===== src/rtl/usb_rx_packetizer.sv =====
// Full-speed USB receive front end: recovers bit timing from oversampled
// D+/D-, NRZI-decodes, strips SYNC and stuffed bits, assembles bytes into
// 32-bit words for the packet buffer and reports each completed packet
// through a held ready/ack handshake.
module usb_rx_packetizer #(
  parameter int BUFFER_SIZE     = 1024,
  parameter int SAMPLES_PER_BIT = 4,
  parameter int ADDRESS_WIDTH   = $clog2(BUFFER_SIZE/4),
  parameter int LENGTH_WIDTH    = $clog2(BUFFER_SIZE)+1
) (
  input  logic                     clk48,
  input  logic                     reset,
  input  logic                     usb_d_p_in,
  input  logic                     usb_d_n_in,
  output logic [ADDRESS_WIDTH-1:0] buffer_write_address,
  output logic [31:0]              buffer_write_value,
  output logic [2:0]               buffer_write_sections,
  output logic                     packet_ready,
  output logic [LENGTH_WIDTH-1:0]  packet_length,
  output logic                     packet_error,
  input  logic                     packet_ack,
  output logic                     receiving
);
  localparam int PHASE_W = $clog2(SAMPLES_PER_BIT) + 1;
  localparam logic [1:0] LINE_J   = 2'b10;
  localparam logic [1:0] LINE_K   = 2'b01;
  localparam logic [1:0] LINE_SE0 = 2'b00;

  typedef enum logic [2:0] {S_IDLE, S_SYNC, S_DATA, S_DRAIN, S_DONE, S_HOLD} state_t;

  logic                     dp_meta_q, dp_q, dn_meta_q, dn_q;
  logic [1:0]               line_now, line_prev_q, samp_prev_q;
  logic [PHASE_W-1:0]       phase_q, phase_cur;
  logic                     sample, bit_dec;

  state_t                   state_q, state_d;
  logic [2:0]               zero_cnt_q, zero_cnt_d;
  logic [2:0]               ones_cnt_q, ones_cnt_d;
  logic [2:0]               bit_cnt_q, bit_cnt_d;
  logic [7:0]               shift_q, shift_d;
  logic [1:0]               se0_cnt_q, se0_cnt_d;
  logic [31:0]              word_q, word_d;
  logic [LENGTH_WIDTH-1:0]  byte_cnt_q, byte_cnt_d;
  logic                     err_q, err_d;
  logic                     ready_q, ready_d;
  logic [ADDRESS_WIDTH-1:0] wr_addr_q, wr_addr_d;
  logic [31:0]              wr_val_q, wr_val_d;
  logic [2:0]               wr_sect_q, wr_sect_d;
  logic [7:0]               new_byte;
  logic [31:0]              word_fill;

  // SE1 is folded into SE0 so only J, K and SE0 reach the decoder
  assign line_now  = (dp_q ^ dn_q) ? {dp_q, dn_q} : LINE_SE0;
  // Any line change realigns the bit window; the bit is taken mid-window
  assign phase_cur = (line_now != line_prev_q) ? '0 : phase_q;
  assign sample    = (phase_cur == PHASE_W'(2));
  assign bit_dec   = (line_now == samp_prev_q);

  // Pad synchronizers, bit-phase tracking and last sampled line state
  always_ff @(posedge clk48) begin
    if (reset) begin
      dp_meta_q   <= 1'b0;
      dp_q        <= 1'b0;
      dn_meta_q   <= 1'b0;
      dn_q        <= 1'b0;
      line_prev_q <= LINE_SE0;
      samp_prev_q <= LINE_SE0;
      phase_q     <= '0;
    end else begin
      dp_meta_q   <= usb_d_p_in;
      dp_q        <= dp_meta_q;
      dn_meta_q   <= usb_d_n_in;
      dn_q        <= dn_meta_q;
      line_prev_q <= line_now;
      phase_q     <= (phase_cur == PHASE_W'(SAMPLES_PER_BIT-1)) ? '0 : phase_cur + PHASE_W'(1);
      if (sample) samp_prev_q <= line_now;
    end
  end

  // Packet state, byte assembly and buffer-write registers
  always_ff @(posedge clk48) begin
    if (reset) begin
      state_q    <= S_IDLE;
      zero_cnt_q <= '0;
      ones_cnt_q <= '0;
      bit_cnt_q  <= '0;
      shift_q    <= '0;
      se0_cnt_q  <= '0;
      word_q     <= '0;
      byte_cnt_q <= '0;
      err_q      <= 1'b0;
      ready_q    <= 1'b0;
      wr_addr_q  <= '0;
      wr_val_q   <= '0;
      wr_sect_q  <= '0;
    end else begin
      state_q    <= state_d;
      zero_cnt_q <= zero_cnt_d;
      ones_cnt_q <= ones_cnt_d;
      bit_cnt_q  <= bit_cnt_d;
      shift_q    <= shift_d;
      se0_cnt_q  <= se0_cnt_d;
      word_q     <= word_d;
      byte_cnt_q <= byte_cnt_d;
      err_q      <= err_d;
      ready_q    <= ready_d;
      wr_addr_q  <= wr_addr_d;
      wr_val_q   <= wr_val_d;
      wr_sect_q  <= wr_sect_d;
    end
  end

  // Next-state logic: SYNC hunt, unstuffing, byte/word packing, EOP and handshake
  always_comb begin
    state_d    = state_q;
    zero_cnt_d = zero_cnt_q;
    ones_cnt_d = ones_cnt_q;
    bit_cnt_d  = bit_cnt_q;
    shift_d    = shift_q;
    se0_cnt_d  = se0_cnt_q;
    word_d     = word_q;
    byte_cnt_d = byte_cnt_q;
    err_d      = err_q;
    ready_d    = ready_q;
    wr_addr_d  = wr_addr_q;
    wr_val_d   = wr_val_q;
    wr_sect_d  = 3'b000;
    new_byte   = {bit_dec, shift_q[7:1]};
    word_fill  = word_q;
    word_fill[{byte_cnt_q[1:0], 3'b000} +: 8] = new_byte;

    unique case (state_q)
      S_IDLE: begin
        if (sample && line_now == LINE_K && samp_prev_q == LINE_J) begin
          // The J->K edge that wakes us is itself the first SYNC zero
          state_d    = S_SYNC;
          zero_cnt_d = 3'd1;
          bit_cnt_d  = '0;
          se0_cnt_d  = '0;
          word_d     = '0;
          byte_cnt_d = '0;
          err_d      = 1'b0;
        end
      end
      S_SYNC: begin
        if (sample) begin
          if (line_now == LINE_SE0) begin
            state_d = S_IDLE;
          end else if (!bit_dec) begin
            if (zero_cnt_q != 3'd7) zero_cnt_d = zero_cnt_q + 3'd1;
          end else if (zero_cnt_q >= 3'd5) begin
            // The closing 1 of SYNC counts toward the six-ones stuffing run
            state_d    = S_DATA;
            ones_cnt_d = 3'd1;
          end else begin
            state_d = S_IDLE;
          end
        end
      end
      S_DATA: begin
        if (sample) begin
          if (line_now == LINE_SE0) begin
            if (se0_cnt_q != 2'd2) se0_cnt_d = se0_cnt_q + 2'd1;
          end else if (se0_cnt_q != 2'd0) begin
            if (se0_cnt_q == 2'd2 && line_now == LINE_J) begin
              state_d = S_DONE;
            end else begin
              err_d     = 1'b1;
              se0_cnt_d = '0;
              state_d   = S_DRAIN;
            end
          end else if (ones_cnt_q == 3'd6) begin
            ones_cnt_d = '0;
            if (bit_dec) begin
              err_d   = 1'b1;
              state_d = S_DRAIN;
            end
          end else begin
            ones_cnt_d = bit_dec ? ones_cnt_q + 3'd1 : 3'd0;
            shift_d    = new_byte;
            bit_cnt_d  = bit_cnt_q + 3'd1;
            if (bit_cnt_q == 3'd7) begin
              if (byte_cnt_q == LENGTH_WIDTH'(BUFFER_SIZE)) begin
                err_d = 1'b1;
              end else begin
                byte_cnt_d = byte_cnt_q + LENGTH_WIDTH'(1);
                word_d     = word_fill;
                if (byte_cnt_q[1:0] == 2'd3) begin
                  wr_sect_d = 3'b111;
                  wr_val_d  = word_fill;
                  wr_addr_d = byte_cnt_q[ADDRESS_WIDTH+1:2];
                  word_d    = '0;
                end
              end
            end
          end
        end
      end
      S_DRAIN: begin
        if (sample) begin
          if (line_now == LINE_SE0) se0_cnt_d = 2'd1;
          else if (line_now == LINE_J && se0_cnt_q != 2'd0) state_d = S_DONE;
          else se0_cnt_d = '0;
        end
      end
      S_DONE: begin
        // A packet abandoned on a stuffing violation leaves its partial word unwritten
        if (!err_q && byte_cnt_q[1:0] != 2'd0) begin
          wr_sect_d = 3'b111;
          wr_val_d  = word_q;
          wr_addr_d = byte_cnt_q[ADDRESS_WIDTH+1:2];
        end
        if (bit_cnt_q != 3'd0) err_d = 1'b1;
        ready_d = 1'b1;
        state_d = S_HOLD;
      end
      S_HOLD: begin
        if (ready_q) begin
          if (packet_ack) ready_d = 1'b0;
        end else if (line_now == LINE_J) begin
          state_d = S_IDLE;
        end
      end
      default: state_d = S_IDLE;
    endcase
  end

  assign buffer_write_address  = wr_addr_q;
  assign buffer_write_value    = wr_val_q;
  assign buffer_write_sections = wr_sect_q;
  assign packet_ready          = ready_q;
  assign packet_length         = byte_cnt_q;
  assign packet_error          = err_q;
  assign receiving             = (state_q == S_SYNC) || (state_q == S_DATA);
endmodule


===== config.mk =====
export PLATFORM = sky130hd
export DESIGN_NAME = usb_rx_packetizer
export DESIGN_NICKNAME = d
export VERILOG_FILES = /design/src/rtl/usb_rx_packetizer.sv
export SDC_FILE = /design/constraint.sdc
export NUM_CORES = 1
export LEC_CHECK = 0
export ABC_AREA = 1
export CORE_MARGIN = 2
export CORE_UTILIZATION = 45
export CTS_CLUSTER_DIAMETER = 40
export DETAILED_ROUTE_END_ITERATION = 8
export GPL_TIMING_DRIVEN = 1
export MAX_ROUTING_LAYER = met4
export PLACE_DENSITY = 0.71
export SETUP_SLACK_MARGIN = 0.1
export SLEW_MARGIN = 20
export SYNTH_ARGS = -nofsm -noshare
export SYNTH_HDL_FRONTEND = slang
export SYNTH_SLANG_ARGS = --single-unit

===== constraint.sdc =====
create_clock -name clk48 -period 4.6 [get_ports clk48]
set_clock_uncertainty 0.2 [all_clocks]
set_input_delay 0.69 -clock clk48 [delete_from_list [all_inputs] [get_ports clk48]]
set_output_delay 0.69 -clock clk48 [all_outputs]
set_load 0.02 [all_outputs]

; After elaboration in Yosys (flattened, before gate mapping)
; Cells that the tools add are included.
[word_totals]
register_bits = 121
word_cells = 223
input_bits = 5
out_inout_bits = 57
[op_classes]
n_lt_le_gt_ge = 1
addsub = 7
n_eq_ne = 51
reduce_logical = 29
n_bitwise = 4
shift = 2
muxes = 109
[op_table]
columns = cell, n
row1 = 32-bit 2-to-1 mux, 16
row2 = 32-bit case mux with 2 select lines, 2
row3 = 3-bit 2-to-1 mux, 42
row4 = 11-bit 2-to-1 mux, 7
row5 = 8-bit 2-to-1 mux, 8
row6 = "2-bit inequality test, second input constant", 22
row7 = 32-bit bitwise mux, 1
row8 = "8-bit by 7-bit variable shift with 32-bit output, first input constant", 1
row9 = 8-bit by 7-bit variable part select with 32-bit output, 1
row10 = "3-bit inequality test, second input constant", 9
row11 = 3-bit case mux with 2 select lines, 4
row12 = 8-bit AND reduction, 3
row13 = 2-bit 2-to-1 mux, 11
row14 = 11-bit case mux with 2 select lines, 1
row15 = 3-bit case mux with 6 select lines, 1
row16 = 9-bit AND reduction, 2
row17 = 8-bit case mux with 2 select lines, 1
row18 = 2-bit nonzero test, 7
row19 = "3-bit by 1-bit adder with 3-bit output, second input constant", 4
row20 = "3-bit by 2-bit == test with 1-bit output, second input constant", 4
row21 = "3-bit == test, second input constant", 4
row22 = 1-bit 2-to-1 mux, 12
row23 = "4-bit inequality test, second input constant", 3
row24 = 12-bit AND reduction, 1
row25 = 24 further kinds, 36

; Longest topological paths before layout
; Gate-level depths: netlist of the first run.
[depth]
ltp_word = 13
depth_mapped = 16
depth_no_buf = 16

; Worst setup path before layout of the first run
; OpenSTA, ideal clock, no wires.
[synth_timing]
kind = flip-flop to flip-flop
start = register dp_q
end = register wr_val_q[11], in the netlist buffer_write_value[11]
required_time_ns = 4.260
setup_time_ns = 0.140
arrival_time_ns = 1.991
synth_period_minus_slack_ns = 2.331
path_slack_ns = 2.269
stages_incl_launch_ff = 14
n_path_buf = 2
cell_sequence = dfxtp_1 > inv_1 > ha_1 > xnor2_1 > nand2_1 > nor2_1 > inv_1 > ha_1 > nand2_2 > nand2_2 > buf_6 > buf_4 > nand3_2 > a21oi_2
[synth_via]
elab_chain_len = 13
elab_cells_between_ends = 20
cone_classes = eq/ne (5) / shift (1) / mux (11) / bitwise (1) / reduce/logical (2)
[synth_rtl]
columns = item, line_no
row1 = "start, declared", 31  ; logic dp_meta_q, dp_q, dn_meta_q, dn_q;
row2 = "start signal, assigned", 71  ; dp_q <= dp_meta_q;
row3 = 1-bit bitwise XOR *, 53  ; assign line_now = (dp_q ^ dn_q) ? {dp_q, dn_q} : LINE_SE0;
row4 = 2-bit 2-to-1 mux *, 53
row5 = named net line_now[0], 32  ; logic [1:0] line_now, line_prev_q, samp_prev_q;
row6 = 2-bit == test, 57  ; assign bit_dec = (line_now == samp_prev_q);
row7 = 8-bit by 7-bit variable part select with 32-bit output, 130  ; word_fill[{byte_cnt_q[1:0], 3'b000} +: 8] = new_byte;
row8 = 32-bit bitwise mux, 130
row9 = 32-bit 2-to-1 mux, 188  ; if (byte_cnt_q[1:0] == 2'd3) begin
row10 = 32-bit 2-to-1 mux, 183  ; if (byte_cnt_q == LENGTH_WIDTH'(BUFFER_SIZE)) begin
row11 = 32-bit 2-to-1 mux, 182  ; if (bit_cnt_q == 3'd7) begin
row12 = 32-bit 2-to-1 mux, 172  ; end else if (ones_cnt_q == 3'd6) begin
row13 = 32-bit 2-to-1 mux, 164  ; end else if (se0_cnt_q != 2'd0) begin
row14 = 32-bit 2-to-1 mux, 162  ; if (line_now == LINE_SE0) begin
row15 = 32-bit 2-to-1 mux, 161  ; if (sample) begin
row16 = 32-bit case mux with 2 select lines, 132  ; unique case (state_q)
row17 = "end signal, assigned", 108  ; wr_val_q <= wr_val_d;
row18 = "end, declared", 47  ; logic [31:0] wr_val_q, wr_val_d;
; The timed path passes the listed nets; every way through them passes the cells marked *. The select of a mux whose other input is x is not followed.
; A chain may end at the register's enable or synchronous reset.

; Worst setup path in the final report of the first run
[layout_timing]
start = register byte_cnt_q[0], in the netlist packet_length[0]
end = register word_q[26]
[layout_via]
elab_chain_len = 11
elab_cells_between_ends = 16
cone_classes = add/sub (1) / eq/ne (3) / shift (2) / mux (9) / reduce/logical (1)
[layout_rtl]
columns = item, line_no
row1 = "start, declared", 43  ; logic [LENGTH_WIDTH-1:0] byte_cnt_q, byte_cnt_d;
row2 = "start signal, assigned", 104  ; byte_cnt_q <= byte_cnt_d;
row3 = 5-bit negation with 7-bit output, 130
row4 = 8-bit by 7-bit variable part select with 32-bit output / 8-bit by 7-bit variable shift with 32-bit output (equally long branches), 130
row5 = 32-bit bitwise mux, 130
row6 = 32-bit 2-to-1 mux, 188
row7 = 32-bit 2-to-1 mux, 183
row8 = 32-bit 2-to-1 mux, 182
row9 = 32-bit 2-to-1 mux, 172
row10 = 32-bit 2-to-1 mux, 164
row11 = 32-bit 2-to-1 mux, 162
row12 = 32-bit 2-to-1 mux, 161
row13 = 32-bit case mux with 2 select lines, 132
row14 = "end signal, assigned", 103  ; word_q <= word_d;
row15 = "end, declared", 42  ; logic [31:0] word_q, word_d;
; Parallel ways exist; a longest one is shown, timed or not. The select of a mux whose other input is x is not followed.

==> results of run 1 <==
==> stage by stage <==
step                utilization  cell area (um^2)  hold slack (ns)  power (uW)
finish                   0.5475              7308           0.1996        3941
global placement         0.5067              6763           0.1904        2719
CTS                      0.5475              7308           0.2002        3957
floorplan                     -              6188           0.1883        2437
detailed placement       0.5067              6763           0.1924        2739
global route             0.5475              7308           0.2112        4220
==> worst register-to-register path: stages, from the launching register on <==
cell and delay (ns):
dfxtp_1 0.58, inv_1 0.22, ha_1 0.45, nand3_1 0.18, o21ai_0 0.10, nand2_1 0.17
nand4_4 0.76, nor2_2 0.64, nor3_1 0.09
==> per-layer routing <==
layer,GRT usage,vias up,routed length [um]
li1,-,2913,-
met1,0.2920,2497,7378
met2,0.3055,154,5987
met3,0.04323,14,735
met4,0.07687,0,184
met5,-,-,0
==> sequential cells by signal, indices dropped and copies added (netlist names) <==
name                   cells
packet_error               1
dn_q                       1
bit_cnt_q                  3
shift_q                    7
packet_length             11
buffer_write_address       8
dp_q                       1
packet_ready               1
phase_q                    3
se0_cnt_q                  2
state_q                    3
dp_meta_q                  1
zero_cnt_q                 3
line_prev_q                2
buffer_write_value        32
word_q                    32
buffer_write_sections      1
dn_meta_q                  1
samp_prev_q                2
ones_cnt_q                 3
==> report_power, final <==
| part | total [uW] | switching [uW] | leakage (uW) | internal [uW] |
|---|---|---|---|---|
| sequential | 1250 | 90.2 | 0.000959 | 1160 |
| combinational | 1480 | 996 | 0.00171 | 487 |
| clock | 1210 | 513 | 0.000261 | 697 |
==> layout make-up <==
cell class,count,area (um^2),share of cell area
Timing Repair Buffer,64,628.1,0.08594
Tap cell,176,220.2,0.03013
Sequential cell,118,2362,0.3232
Clock inverter,15,120.1,0.01644
Multi-Input combinational cell,613,3166,0.4331
Inverter,103,386.6,0.05290
Clock buffer,17,425.4,0.05821
==> how the worst min path moves through the flow <==
stage	from	to	slack (ns)	cells after the start
2_1_floorplan	dn_meta_q	dn_q	0.19	2
3_3_place_gp	dp_meta_q	dp_q	0.19	2
3_5_place_dp	dp_meta_q	dp_q	0.19	2
4_1_cts	dp_meta_q	dp_q	0.20	2
5_1_grt	dp_meta_q	dp_q	0.21	2
6_report	dp_meta_q	dp_q	0.20	2
==> cell families after synthesis <==
kind of cell,synth area share
flops,0.3817
compound gates,0.1615
xor+xnor,0.008492
buf+inv,0.1068
simple gates,0.2990
fa+ha+maj,0.04246
==> layout by cell type, fill, tap and decap left out, drive strengths merged <==
master | netlist | routed
and3b | 1 | 1
a21oi | 86 | 86
ha | 21 | 21
a221oi | 1 | 1
and3 | 1 | 1
a21boi | 1 | 1
xor2 | 2 | 2
clkdlybuf4s50 | 0 | 60
a22oi | 1 | 1
nand3b | 2 | 2
nor4 | 2 | 2
nand4 | 4 | 4
clkinvlp | 0 | 3
o22ai | 29 | 29
clkinv | 0 | 6
buf | 30 | 4
nor3 | 15 | 15
and2 | 1 | 1
o21bai | 4 | 4
dfxtp | 118 | 118
nand2 | 216 | 216
inv | 103 | 109
a211oi | 1 | 1
clkbuf | 19 | 17
o21ai | 48 | 48
xnor2 | 4 | 4
o21a | 1 | 1
nor2 | 109 | 109
nand3 | 63 | 63
==> impl_metrics.csv, run 1 <==
group,metric,value,unit
final_layout,antenna_cells,0,
sta,hold_violations,0,
clock_network,holdBufCountCts,0,
drt,ant_nets,0,
drt,drtPass1Iterations,5,
yosys,synth.most_common_cell,"nand2_1",
power_and_ir_drop,power.density,539.2,nW/um^2
critical_path,ff2ff_path_depth,8,
sta,max_freq,283.5,MHz
sta,max_slew.worst_pin.slew,0.9642,ns
yosys,avgSynthCellArea,7.008,um^2
yosys,syn_area,6188,um^2
sta,finalWorstSetupSlack,1.073,ns
final_layout,fin_cells,1106,
final_layout,fin_nets,943,
critical_path,required,4.67,ns
clock_network,htreeDepth,4,
job,drv_cap,0,
critical_path,cp-startpoint,"packet_length[0]",
sta,finalSetupViolations,0,
critical_path,path_depth,8,
final_layout,areaGrowthSynthToFinish,18.10,%
critical_path,crit_end,"word_q[26]",
yosys,synthCells,883,
placement,gp_congestion,0.8615,
clock_network,cts-root-buf,"clkbuf_16",
sta,min_period,3.527,ns
drt,wl_per_cell,12.92,um
drt,dr.first_iter.drc_count,476,
die,ios,62,
clock_network,numCtsBuffers,17,
sta,slew_headroom,0.3559,
drt,viasPerCell,5.043,
sta,fin_crit_sh,0.7667,
yosys,yosysSeqAreaShare,0.3817,
global_route,grt_first_pass_wirelength,24240,um
yosys,async_flop_share,0,
global_route,grt_pass1_vias,4999,
critical_path,r2r_setup_slack,1.07,ns
clock_network,cts_setup_buffers,0,
final_layout,post_route_cells_drive_above_1_share,0.1075,
clock_network,cts_tree,"done",
die,die_h,121.3,um
critical_path,cpPeakStageDelay,0.76,ns
min_path,hold_path_class,"register to register",
die,fp.dieW,121.3,um
placement,placed_cells,1074,
sta,rsz0062_at_grt,"no",
placement,place_ws,1.122,ns
sta,slew_violations,0,
drt,vias,5578,
yosys,ys_top_cells_by_area,"dfxtp_1, nand2_1, nor2_1, inv_1, a21oi_1",
sta,tns,0,ns
global_route,antenna_found_initial,0,
clock_network,clock_latency,0.42,ns
clock_network,cts_resized,0,
yosys,synth_flop_cell,"dfxtp_1",
die,dieArea,14710,um^2
drt,postRouteWirelength,14290,um
critical_path,cp_top_family,"simple AND/OR/NAND/NOR gates",
yosys,yosys-top-cells-count,"nand2_1, dfxtp_1, nor2_1",
placement,place_hpwl,9190,um
critical_path,reg2reg_to,"word_q[26]",
clock_network,clockBufferDepth,2,
yosys,ys_types,40,
final_layout,fill_cells,1309,
yosys,ys_seq_elements,118,
yosys,yosysWarningCount,0,
power_and_ir_drop,leakage,0.002926,uW
global_route,grt-ovfl-total,0,
critical_path,r2r_start,"packet_length[0]",
critical_path,crit_buf_inv,1,
die,coreArea,13350,um^2
critical_path,critPathArrivalTime,3.59,ns
critical_path,critPathSlowestCell,"nand4_4",
die,initial_core_util,0.4636,
run_status,status,"completed",
critical_path,setup.worst_path.class,"register to register",
clock_network,clkTransAtPathRegs,0.06,ns
critical_path,start_kind,"register",
drt,drc,0,
global_route,grt_util_all_layers,0.2112,
critical_path,crit_fanout,71,
power_and_ir_drop,vdd_drop_max,0.3001,mV
global_route,grt_max_degree,72,
placement,portBuffers,61,
yosys,synth.net_count,909,
yosys,synth_top_area_frac,0.3817,
critical_path,cp-end-kind,"register",
critical_path,crit_chain,"inv_1 > ha_1 > nand3_1 > o21ai_0 > nand2_1 > nand4_4 > nor2_2 > nor3_1",
clock_network,cts_sinks,118,
die,rows,42,
yosys,synth_edf_count,0,
yosys,synth_area_leader_cell,"dfxtp_1",
(Power assumes the default switching activity.)
==> run 2: changes to the inputs <==
==> constraint.sdc (replaced) <==
create_clock -name clk48 -period 3.65 [get_ports clk48]
set_clock_uncertainty 0.2 [all_clocks]
set_input_delay 0.5475 -clock clk48 [delete_from_list [all_inputs] [get_ports clk48]]
set_output_delay 0.5475 -clock clk48 [all_outputs]
set_load 0.02 [all_outputs]
==> impl_metrics.csv, run 2 (synthesis gave the netlist of run 1 again) <==
group,metric,value,unit
drt,viasPerCell,5.008,
critical_path,start_kind,"register",
critical_path,reg2reg_to,"shift_q[6]",
final_layout,fin_cells,1112,
placement,gp_congestion,0.8736,
drt,drc,0,
die,initial_core_util,0.4636,
clock_network,htreeDepth,4,
global_route,grt_max_degree,70,
clock_network,holdBufCountCts,0,
min_path,holdCritStartpoint,"dp_meta_q",
critical_path,cpPeakStageDelay,0.40,ns
critical_path,r2r_setup_slack,0.85,ns
power_and_ir_drop,p_int,3308,uW
min_path,hold_path_class,"register to register",
die,fp.dieW,121.3,um
final_layout,mostFrequentLayoutCells,"nand2_1, dfxtp_1, nor2_1",
clock_network,clockBufferDepth,2,
placement,placed_cells,1081,
clock_network,clock_latency,0.42,ns
die,die_h,121.3,um
placement,dpl_cell_area,6828,um^2
clock_network,cts_sinks,118,
power_and_ir_drop,power_frac_comb,0.364,
power_and_ir_drop,p_seq_frac,0.298,
sta,max_slew.worst_pin.slew,0.8480,ns
placement,place_hpwl,9692,um
final_layout,fin_nets,950,
die,dieArea,14710,um^2
drt,vias,5569,
sta,slew_violations,0,
power_and_ir_drop,clockPowerShare,0.338,
sta,fin_crit_sh,0.7677,
die,coreArea,13350,um^2
final_layout,post_route_cells_drive_above_1_share,0.1111,
critical_path,cp_top_family,"simple AND/OR/NAND/NOR gates",
power_and_ir_drop,switching_share,0.3714,
final_layout,antenna_cells,0,
sta,finalSetupViolations,0,
placement,portBuffers,61,
min_path,hold_path_end,"dp_q",
final_layout,fin_area,7460,um^2
clock_network,numCtsBuffers,17,
critical_path,crit_buf_inv,2,
power_and_ir_drop,switchingPower,1955,uW
clock_network,cts-root-buf,"clkbuf_16",
sta,min_period,2.802,ns
final_layout,final_common_cell,"nand2_1",
drt,dr.first_iter.drc_count,466,
global_route,grt_util_all_layers,0.2172,
clock_network,cts_resized,0,
critical_path,r2r_start,"dp_q",
power_and_ir_drop,power,5262,uW
drt,wl_per_cell,13.01,um
critical_path,setup.worst_path.class,"register to register",
critical_path,crit_fanout,14,
drt,ant_nets,0,
critical_path,ff2ff_path_depth,11,
sta,holdWs,0.2058,ns
global_route,grt-ovfl-total,0,
power_and_ir_drop,leakage,0.003015,uW
critical_path,cp-end-kind,"register",
drt,postRouteWirelength,14460,um
global_route,grt_first_pass_wirelength,24920,um
min_path,min_path_cells,2,
critical_path,crit_chain,"inv_1 > ha_1 > xnor2_1 > nand2_1 > nor2_1 > ha_1 > nand2_2 > inv_1 > nand3_1 > o21ai_0 > a21oi_1",
sta,rsz0062_at_grt,"no",
critical_path,critPathSlowestCell,"nand3_1",
sta,hold_violations,0,
die,ios,62,
power_and_ir_drop,vdd_drop_max,0.4373,mV
global_route,grt_pass1_vias,5222,
run_status,status,"completed",
die,rows,42,
clock_network,clkTransAtPathRegs,0.05,ns
job,drv_cap,0,
critical_path,required,3.73,ns
sta,max_freq,356.9,MHz
global_route,antenna_found_initial,0,
sta,slew_headroom,0.4340,
drt,drtPass1Iterations,5,
clock_network,cts_setup_buffers,0,
final_layout,areaGrowthSynthToFinish,20.54,%
power_and_ir_drop,power.density,705.4,nW/um^2
sta,tns,0,ns
critical_path,critPathArrivalTime,2.89,ns
clock_network,cts_tree,"done",
[run 2: how the worst max path moves through the flow]
stage / from / to / slack (ns) / cells after the start
2_1_floorplan: dp_q / buffer_write_value[11] / 1.32 / 13
3_3_place_gp: dp_q / shift_q[6] / 0.97 / 11
3_5_place_dp: dp_q / packet_length[8] / 0.90 / 14
4_1_cts: state_q[1] / receiving / 0.85 / 4
5_1_grt: dp_q / shift_q[2] / 0.57 / 11
6_report: dp_q / shift_q[6] / 0.85 / 11
[run 2: final cells by class]
cell class	count	area (um^2)
Clock buffer	22	484.2
Multi-Input combinational cell	613	3166
Timing Repair Buffer	71	693.2
Tap cell	176	220.2
Inverter	103	386.6
Clock inverter	9	147.6
Fill cell	1298	5888
Sequential cell	118	2362
[run 2: through the flow]
stage	setup WS, ns	utilization
after floorplan	1.319	-
after global placement	0.9721	0.5115
after detailed placement	0.8979	0.5115
after CTS	0.8515	0.5589
after global routing	0.5707	0.5589
final	0.8477	0.5589
[run 2: worst register-to-register path, stage by stage (launching register included)]
cell     delay [ns]
dfxtp_1        0.35
inv_1          0.08
ha_1           0.25
xnor2_1        0.25
nand2_1        0.11
nor2_1         0.16
ha_1           0.21
nand2_2        0.11
inv_1          0.16
nand3_1        0.40
o21ai_0        0.33
a21oi_1        0.07
[run 2: layer usage]
layer | up-vias | global-route usage | wire length, um
met2 | 132 | 0.3178 | 6211
met1 | 2500 | 0.2990 | 7425
met5 | - | - | 0
met3 | 18 | 0.04887 | 664
li1 | 2919 | - | -
met4 | 0 | 0.06897 | 160
[run 2: power groups by stage]
| stage | sequential (uW) | clock, uW | combinational (uW) |
|---|---|---|---|
| floorplan | 1650 | 0 | 1420 |
| global placement | 1590 | 0 | 1880 |
| detailed placement | 1590 | 0 | 1900 |
| CTS | 1570 | 1810 | 1920 |
| global route | 1590 | 1870 | 2180 |
| finish | 1570 | 1780 | 1910 |
==> RTL edit (settings of run 2) <==
Set the parameter `SAMPLES_PER_BIT` to 2 (it was 4).
--- a/src/rtl/usb_rx_packetizer.sv
+++ b/src/rtl/usb_rx_packetizer.sv
@@ -5,5 +5,5 @@
 module usb_rx_packetizer #(
   parameter int BUFFER_SIZE     = 1024,
-  parameter int SAMPLES_PER_BIT = 4,
+  parameter int SAMPLES_PER_BIT = 2,
   parameter int ADDRESS_WIDTH   = $clog2(BUFFER_SIZE/4),
   parameter int LENGTH_WIDTH    = $clog2(BUFFER_SIZE)+1
Function: no difference found for any inputs over 4 cycles, from zero or initial values and one cycle with reset high; that may be too few to reach the edited logic, so the function may still have changed.
==> RTL edit against run 2 <==
Routed wire length grew 5.0%; sequential cell count shrank 1; critical path depth grew 3; final area is essentially flat; total power grew 4.2%; highest routed layer unchanged; worst setup slack lost 0.32 ns; global-route usage grew 1.2 points; non-clock buffer count is the same; area after synthesis grew 0.22%.
==> RTL edit: results (changes against run 2) <==
status finished, final reports clean; WL/cell 12.9 um (-1.1%); Port Buf Inserts 61 (unchanged); largest net degree at the start of global routing 58 (-17%); Cells after DPL 1148 (+6.2%); fillcell total 1355 (+4.4%); ys async rst share 0% (unchanged); Critical R2R Launch dp_q; drt initial violations 423 (-9.2%); Setup Slack @ Placement 0.557 ns (-0.341 ns); Routed WL 15.2 mm (+5.0%); initial antenna violation count 0 (unchanged); Post-synth top flop dfxtp_1; CTS Buf Count 17 (unchanged); vias in the first global route 5584 (+6.9%); PostCTS Resize Cnt 0 (unchanged); static leakage 3.00 nW (-0.36%); Seq/Total Area, Yosys 37.8% (-0.41 points); hold endpoint dp_q; Placer Congestion 0.870 (-0.46%); routed via count 6022 (+8.1%); worst reg2reg path endpoint word_q[11]; core area 13300 um2 (unchanged); Hold WC Path Type flip-flop to flip-flop; DP Wirelength 10.1 mm (+4.2%); Yosys Warn Count 0 (unchanged); setup slack, reg-to-reg 0.53 ns (-0.32 ns); postcts setup bufs 0 (unchanged); nets@finish 1018 (+7.2%); Hold Startpoint dp_meta_q; TritonRoute pass-1 iters 5 (unchanged); net count after synthesis 975 (+7.3%); Synth area leaders dfxtp_1 (38%), nand2_1 (15%), nor2_1 (9.1%); CTS Root Cell clkbuf_16; peak supply drop 0.341 mV (-22%); top post-synthesis cells by count nand2_1 (245), nor2_1 (150), dfxtp_1 (117), inv_1 (87), o21ai_0 (73); Total GRT Usage 22.9% (+1.2 points); CTS Buffer Depth 2 (unchanged); Worst Reg-to-Reg Cells 14 (+3); Syn Inst Count 948 (+7.4%); clock latency at the later pin of the worst-skew pair 0.43 ns; layout cells sized above 1 5.98% (-5.1 points); CP Max Fanout 45 (+31); max_slew headroom 55.7% (+12 points); diode count 0 (unchanged); clock transition at the registers of the reported paths 0.05 ns (about the same); Synth cell types 34 (-15%); H-tree depth 4 (unchanged); WHS Path Cells 2 (unchanged); first-pass GRT wire length 26.2 mm (+5.0%)
==> RTL edit: cell types whose count changed after synthesis, moves of 9 or more <==
cell	run 2	this run
nor2_1	105	150
nand2_1	210	245
clkbuf_1	19	28
a21oi_2	21	0
nand3_1	42	68
o21ai_0	46	73
buf_2	19	4
nand3_2	21	0
==> RTL edit: per-stage QoR <==
step,power [W],hold slack [ns],cell area [um2]
2_1_floorplan,0.00314,0.188,6200
3_3_place_gp,0.00380,0.192,6860
3_5_place_dp,0.00382,0.198,6860
4_1_cts,0.00554,0.205,7470
5_1_grt,0.00584,0.227,7470
6_report,0.00548,0.201,7470
==> RTL edit: worst max-delay path by stage <==
stage / cells after the start / startpoint / to / slack [ns]
after detailed placement: 14 / dp_q / word_q[11] / 0.56
after floorplan: 17 / dp_q / packet_length[1] / 1.15
after global routing: 14 / dp_q / word_q[21] / 0.25
final: 14 / dp_q / word_q[11] / 0.53
after global placement: 14 / dp_q / word_q[13] / 0.70
after CTS: 14 / dp_q / word_q[11] / 0.55
==> RTL edit: cell type report <==
class,count,area [um2],area share (%)
Multi-Input combinational cell,690,3250,43.6
Sequential cell,117,2340,31.4
Timing Repair Buffer,71,693,9.28
Clock buffer,23,478,6.40
Inverter,94,355,4.76
Tap cell,176,220,2.95
Clock inverter,9,125,1.68
==> RTL edit: kinds of logic after synthesis <==
family / count (synthesis) / share of synthesized area [%]
DFF: 117 / 37.8
AOI/OAI and AO/OA: 166 / 14.1
xor gates and xnor gates: 5 / 0.706
buffers and inverters: 141 / 9.80
and+or+nand+nor: 497 / 33.2
adders and majority gates: 22 / 4.44
==> RTL edit: worst max-delay path: stages (launching register included) <==
cell,delay (ns)
dfxtp_1,0.35
inv_1,0.07
ha_1,0.24
xnor2_1,0.21
nand3_1,0.13
inv_1,0.08
ha_1,0.25
inv_1,0.12
nor2_1,0.14
nand2_1,0.11
nand2_2,0.10
nand3_4,0.14
nor2_8,0.56
nand3_1,0.14
a21oi_1,0.18
==> RTL edit: power breakdown <==
group | internal, W | total (W) | switching [W] | leakage (nW)
clock network | 0.00112 | 0.00170 | 0.000578 | 0.293
logic | 0.000780 | 0.00211 | 0.00133 | 1.76
registers | 0.00154 | 0.00168 | 0.000141 | 0.950
==> RTL edit: layer usage <==
layer	wire (um)	share of wire, %	up-vias	global-route usage (%)
li1	-	-	3124	-
met1	7070	47	2712	28.4
met2	7050	46	164	36.5
met3	835	5.5	22	5.59
met4	230	1.5	0	8.05
met5	0	0	-	-
